<file path="config.mk">
export PLATFORM = sky130hd
export DESIGN_NAME = axi_mem_arbiter
export DESIGN_NICKNAME = d
export VERILOG_FILES = /design/src/rtl/axi_mem_arbiter.sv
export SDC_FILE = /design/constraint.sdc
export NUM_CORES = 1
export LEC_CHECK = 0
export CAP_MARGIN = 20
export CORE_MARGIN = 10
export CORE_UTILIZATION = 35
export DETAILED_ROUTE_END_ITERATION = 10
export DONT_BUFFER_PORTS = 1
export GPL_TIMING_DRIVEN = 0
export PLACE_DENSITY = 0.59
export SLEW_MARGIN = 20
export SYNTH_ARGS = -nofsm -noshare
export SYNTH_HDL_FRONTEND = slang
export SYNTH_SLANG_ARGS = --single-unit
</file>
<file path="constraint.sdc">
create_clock -name clk -period 6.7 [get_ports clk]
set_input_delay 1.675 -clock clk [delete_from_list [all_inputs] [get_ports clk]]
set_output_delay 1.675 -clock clk [all_outputs]
set_load 0.005 [all_outputs]
</file>
<file path="src/rtl/axi_mem_arbiter.sv">
// axi_mem_arbiter: round-robin arbiter over NUM_PORTS single-word memory
// ports, issuing one single-beat AXI3 transaction at a time.
module axi_mem_arbiter #(
    parameter int NUM_PORTS = 2,
    parameter int ID_W      = 4,
    parameter int ID_BASE   = 0
) (
    input  logic                    clk,
    input  logic                    rst,
    input  logic [NUM_PORTS-1:0]    req_en,
    input  logic [4*NUM_PORTS-1:0]  req_wen,
    input  logic [32*NUM_PORTS-1:0] req_addr,
    input  logic [32*NUM_PORTS-1:0] req_wdata,
    output logic [NUM_PORTS-1:0]    resp_valid,
    output logic                    resp_err,
    output logic [31:0]             resp_rdata,
    output logic                    stall_all,
    output logic [ID_W-1:0]         arid,
    output logic [31:0]             araddr,
    output logic [3:0]              arlen,
    output logic [2:0]              arsize,
    output logic [1:0]              arburst,
    output logic                    arvalid,
    input  logic                    arready,
    input  logic [ID_W-1:0]         rid,
    input  logic [31:0]             rdata,
    input  logic [1:0]              rresp,
    input  logic                    rlast,
    input  logic                    rvalid,
    output logic                    rready,
    output logic [ID_W-1:0]         awid,
    output logic [31:0]             awaddr,
    output logic [3:0]              awlen,
    output logic [2:0]              awsize,
    output logic [1:0]              awburst,
    output logic                    awvalid,
    input  logic                    awready,
    output logic [ID_W-1:0]         wid,
    output logic [31:0]             wdata,
    output logic [3:0]              wstrb,
    output logic                    wlast,
    output logic                    wvalid,
    input  logic                    wready,
    input  logic [ID_W-1:0]         bid,
    input  logic [1:0]              bresp,
    input  logic                    bvalid,
    output logic                    bready
);

    localparam int IW = (NUM_PORTS > 1) ? $clog2(NUM_PORTS) : 1;

    typedef enum logic [2:0] {IDLE, AR, R, WR, B, DONE} state_t;

    state_t         state;
    logic [IW-1:0]  ptr;
    logic [IW-1:0]  gnt;
    logic [IW-1:0]  win;
    logic [IW-1:0]  idx;
    logic [ID_W-1:0] gid;
    logic [3:0]     g_wen;
    logic [31:0]    g_addr;
    logic [31:0]    g_wdata;
    logic [3:0]     sel_wen;
    logic [31:0]    sel_addr;
    logic [31:0]    sel_wdata;
    logic           unused;
    int             c;

    assign unused = ^{rid, bid};

    // Walk downwards so the last hit is the first requester after ptr.
    always_comb begin
        win = ptr;
        idx = '0;
        c   = 0;
        for (int k = NUM_PORTS; k >= 1; k--) begin
            c = int'(ptr) + k;
            if (c >= NUM_PORTS) c = c - NUM_PORTS;
            idx = IW'(c);
            if (req_en[idx]) win = idx;
        end
    end

    always_comb begin
        sel_wen   = '0;
        sel_addr  = '0;
        sel_wdata = '0;
        for (int i = 0; i < NUM_PORTS; i++) begin
            if (win == IW'(i)) begin
                sel_wen   = req_wen[i*4 +: 4];
                sel_addr  = req_addr[i*32 +: 32];
                sel_wdata = req_wdata[i*32 +: 32];
            end
        end
    end

    assign stall_all = |(req_en & ~resp_valid);

    assign arid    = gid;
    assign araddr  = g_addr;
    assign arlen   = 4'd0;
    assign arsize  = 3'b010;
    assign arburst = 2'b01;
    assign awid    = gid;
    assign awaddr  = g_addr;
    assign awlen   = 4'd0;
    assign awsize  = 3'b010;
    assign awburst = 2'b01;
    assign wid     = gid;
    assign wdata   = g_wdata;
    assign wstrb   = g_wen;
    assign wlast   = 1'b1;

    always_ff @(posedge clk or posedge rst) begin
        if (rst) begin
            state      <= IDLE;
            ptr        <= IW'(NUM_PORTS - 1);
            gnt        <= '0;
            gid        <= '0;
            g_wen      <= '0;
            g_addr     <= '0;
            g_wdata    <= '0;
            arvalid    <= 1'b0;
            rready     <= 1'b0;
            awvalid    <= 1'b0;
            wvalid     <= 1'b0;
            bready     <= 1'b0;
            resp_valid <= '0;
            resp_err   <= 1'b0;
            resp_rdata <= '0;
        end else begin
            unique case (state)
                IDLE: begin
                    if (|req_en) begin
                        ptr     <= win;
                        gnt     <= win;
                        gid     <= ID_W'(ID_BASE + int'(win));
                        g_wen   <= sel_wen;
                        g_addr  <= sel_addr;
                        g_wdata <= sel_wdata;
                        if (sel_wen == 4'd0) begin
                            arvalid <= 1'b1;
                            state   <= AR;
                        end else begin
                            awvalid <= 1'b1;
                            wvalid  <= 1'b1;
                            state   <= WR;
                        end
                    end
                end
                AR: begin
                    if (arready) begin
                        arvalid <= 1'b0;
                        rready  <= 1'b1;
                        state   <= R;
                    end
                end
                R: begin
                    if (rvalid) begin
                        resp_rdata <= rdata;
                        resp_err   <= |rresp;
                        if (rlast) begin
                            rready     <= 1'b0;
                            resp_valid <= NUM_PORTS'(1) << gnt;
                            state      <= DONE;
                        end
                    end
                end
                WR: begin
                    if (awready) awvalid <= 1'b0;
                    if (wready) wvalid <= 1'b0;
                    // Either channel may already be done from an earlier cycle.
                    if ((awready || !awvalid) && (wready || !wvalid)) begin
                        bready <= 1'b1;
                        state  <= B;
                    end
                end
                B: begin
                    if (bvalid) begin
                        resp_err   <= |bresp;
                        bready     <= 1'b0;
                        resp_valid <= NUM_PORTS'(1) << gnt;
                        state      <= DONE;
                    end
                end
                DONE: begin
                    resp_valid <= '0;
                    state      <= IDLE;
                end
                default: state <= IDLE;
            endcase
        end
    end

endmodule

</file>
==> flow_metrics.tcl <==
set metrics [dict create \
    end_kind "output pin" \
    regToRegSetupSlack_ps 4590 \
    die_h_um 145 \
    slew_headroom_pct 65.4 \
    final_common_cell "dfrtp_1" \
    async_flop_share_pct 100 \
    hpwl_um 14200 \
    fill_cells 1518 \
    synthCells 510 \
    syn-mean-instance-area_sq_um 10.8 \
    cts_buffers 17 \
    crit_arrival_ps 1900 \
    antenna_cells 0 \
    synth_area_sq_um 5500 \
    portBuffers 0 \
    route.vias.total 3807 \
    grt_remaining_overflow 0 \
    fmax_mhz 279 \
    drtIter0Drc 166 \
    synth_flop_cell "dfrtp_1" \
    cts_tree "done" \
    ys_ff_latch 113 \
    crit_chain "inv_1 > o22ai_1" \
    slowest_delay_ps 210 \
    clockRootBuffer "clkbuf_16" \
    cts_resized 0 \
    tightest_slew_ps 519 \
    first_pass_iters 4 \
    final_layout_size_suffix_gt1_share_pct 27.2 \
    synth_cell_types 41 \
    rsz0062_at_grt "no" \
    crit_start "req_en[0]" \
    die_width_um 145 \
    routedWlPerCell_um 22.4 \
    area_growth_pct 17.9 \
    post-route-min-period_ps 3580 \
    totalWireLength_um 17500 \
    cts_sinks 113 \
    grt_pass1_wl_um 26200 \
    slowest_stage "o22ai_1" \
    path_clk_slew_ps 50 \
    grt_usage_pct 15.8 \
    place.gp.congestion 0.786 \
    grt_pass1_vias 4228 \
    grt_max_degree 59 \
    num_rows 45 \
    ctsLongestPathBuffers 2 \
    hold_path.startpoint "ptr" \
    via_per_inst 4.88 \
    postCtsSetupBuffers 0 \
    crit_fanout 4 \
    die_area_sq_um 21100 \
    r2r-start "ptr" \
    multiInputGateArea_sq_um 2130 \
    rr_worst_depth 5 \
    ant_nets 0 \
    htreeDepth 4 \
    ir_drop_mv 0.194 \
    mostFrequentLayoutCells "dfrtp_1, nand2_1, o21ai_0" \
    fin_tns_setup_ps 0 \
    p_leak_nw 3.09 \
    min_path_type "reg -> reg" \
    start_util_pct 35.9 \
    crit_family "compound AO/OA/AOI/OAI gates" \
    r2r_end "araddr[31]" \
    slew_violations 0 \
    crit_type "in -> out" \
    cp-start-kind "input pin" \
    antenna_found_initial 0 \
    path_depth 2 \
    synth_area_leaders "dfrtp_1, mux2i_1, buf_4" \
    drv_cap 0 \
    ys_warn_count 0 \
    hold_buffers 0 \
    synth_top_area_share_pct 51.0 \
    insertion_delay_ps 410 \
    crit_end "stall_all" \
    seq_area_frac_synth_pct 51.5 \
    fin_crit_sh_pct 53.4 \
    fin_worst_skew_ps 12.5 \
    synth_largest_area_cell "dfrtp_1" \
    ios 362 \
    setup_viol 0 \
    coreArea_sq_um 15300 \
    synth_edf_count 0 \
    nets 746 \
    final_util_pct 42.3 \
    status "completed" \
    hold_viol_final 0 \
    critPathBufInv 1 \
    register_area_sq_um 2830 \
    powerDensity_nw_per_um2 516 \
    required_ps 5030 \
    drc_errors 0 \
]
-- state kept, by name, summed over array words and instances (netlist names), 2 cells and up --
register    count
wstrb           4
araddr         32
state           3
resp_rdata     32
wdata          32
resp_valid      2
-- worst min path at each step --
stage	end	slack [ps]	depth (start not counted)
3_5_place_dp	ptr	500	2
5_1_grt	wdata[1]	550	2
4_1_cts	ptr	510	2
2_1_floorplan	ptr	460	2
6_report	ptr	510	2
3_3_place_gp	ptr	500	2
-- worst reg2reg max path: cells and delay by family (launching register included) --
kind / cells / cell delay [ps]
AO/OA/AOI/OAI: 1 / 130
buffers and inverters: 1 / 450
flip-flops: 1 / 380
multiplexers: 1 / 390
AND/OR/NAND/NOR: 2 / 640
-- cell type report --
cell class / count / share of cell area [%]
multi-input combinational: 324 / 32.8
clock inverter: 13 / 2.10
sequential: 113 / 43.6
buffer: 91 / 9.40
timing repair buffer: 1 / 0.425
tap: 211 / 4.07
clock buffer: 19 / 6.99
inverter: 8 / 0.541
-- logic make-up (layout without fill, tap and decap cells) --
logic type	Yosys count	count (layout)	synth area share (%)
buffers and inverters	99	132	11.6
and+or+nand+nor	98	98	7.72
AOI/OAI and AO/OA	96	96	9.72
other	2	28	0.137
DFF	113	113	51.5
muxes	102	102	19.3
-- per-layer routing --
layer  track usage [%]  vias up  part of all wire, %
li1                  -     1758                    -
met4              3.49        0                 0.96
met3              8.88       14                   11
met5                 0        -                    0
met1              16.3     1791                   37
met2              27.3      244                   52
-- stage by stage --
stage	cell area (sq um)	std cells	hold slack (ps)	power [mW]	setup slack, ps
final	6480	780	506	3.35	3120
after detailed placement	5890	748	500	2.50	3100
after floorplan	5600	536	465	2.13	2040
after global routing	6480	780	549	3.59	3080
after global placement	5860	747	495	2.46	931
after CTS	6480	780	508	3.40	3100
-- where the power goes --
group	total [mW]	internal (mW)	switching (mW)
Combinational	1.08	0.514	0.561
Clock	0.885	0.565	0.320
Sequential	1.38	1.03	0.355
-- cells in the mapped netlist (all sizes together) (2+ instances only) --
master   instances
dfrtp          112
buf             83
o21ai           77
nand2           76
mux2i           68
mux2            34
clkbuf           8
inv              8
nor2             4
nor3             4
a21oi            3
nand2b           3
a21boi           2
a2bb2oi          2
conb             2
o211ai           2
o2bb2ai          2
or4              2
No activity file was read; power rests on OpenSTA's default activity.
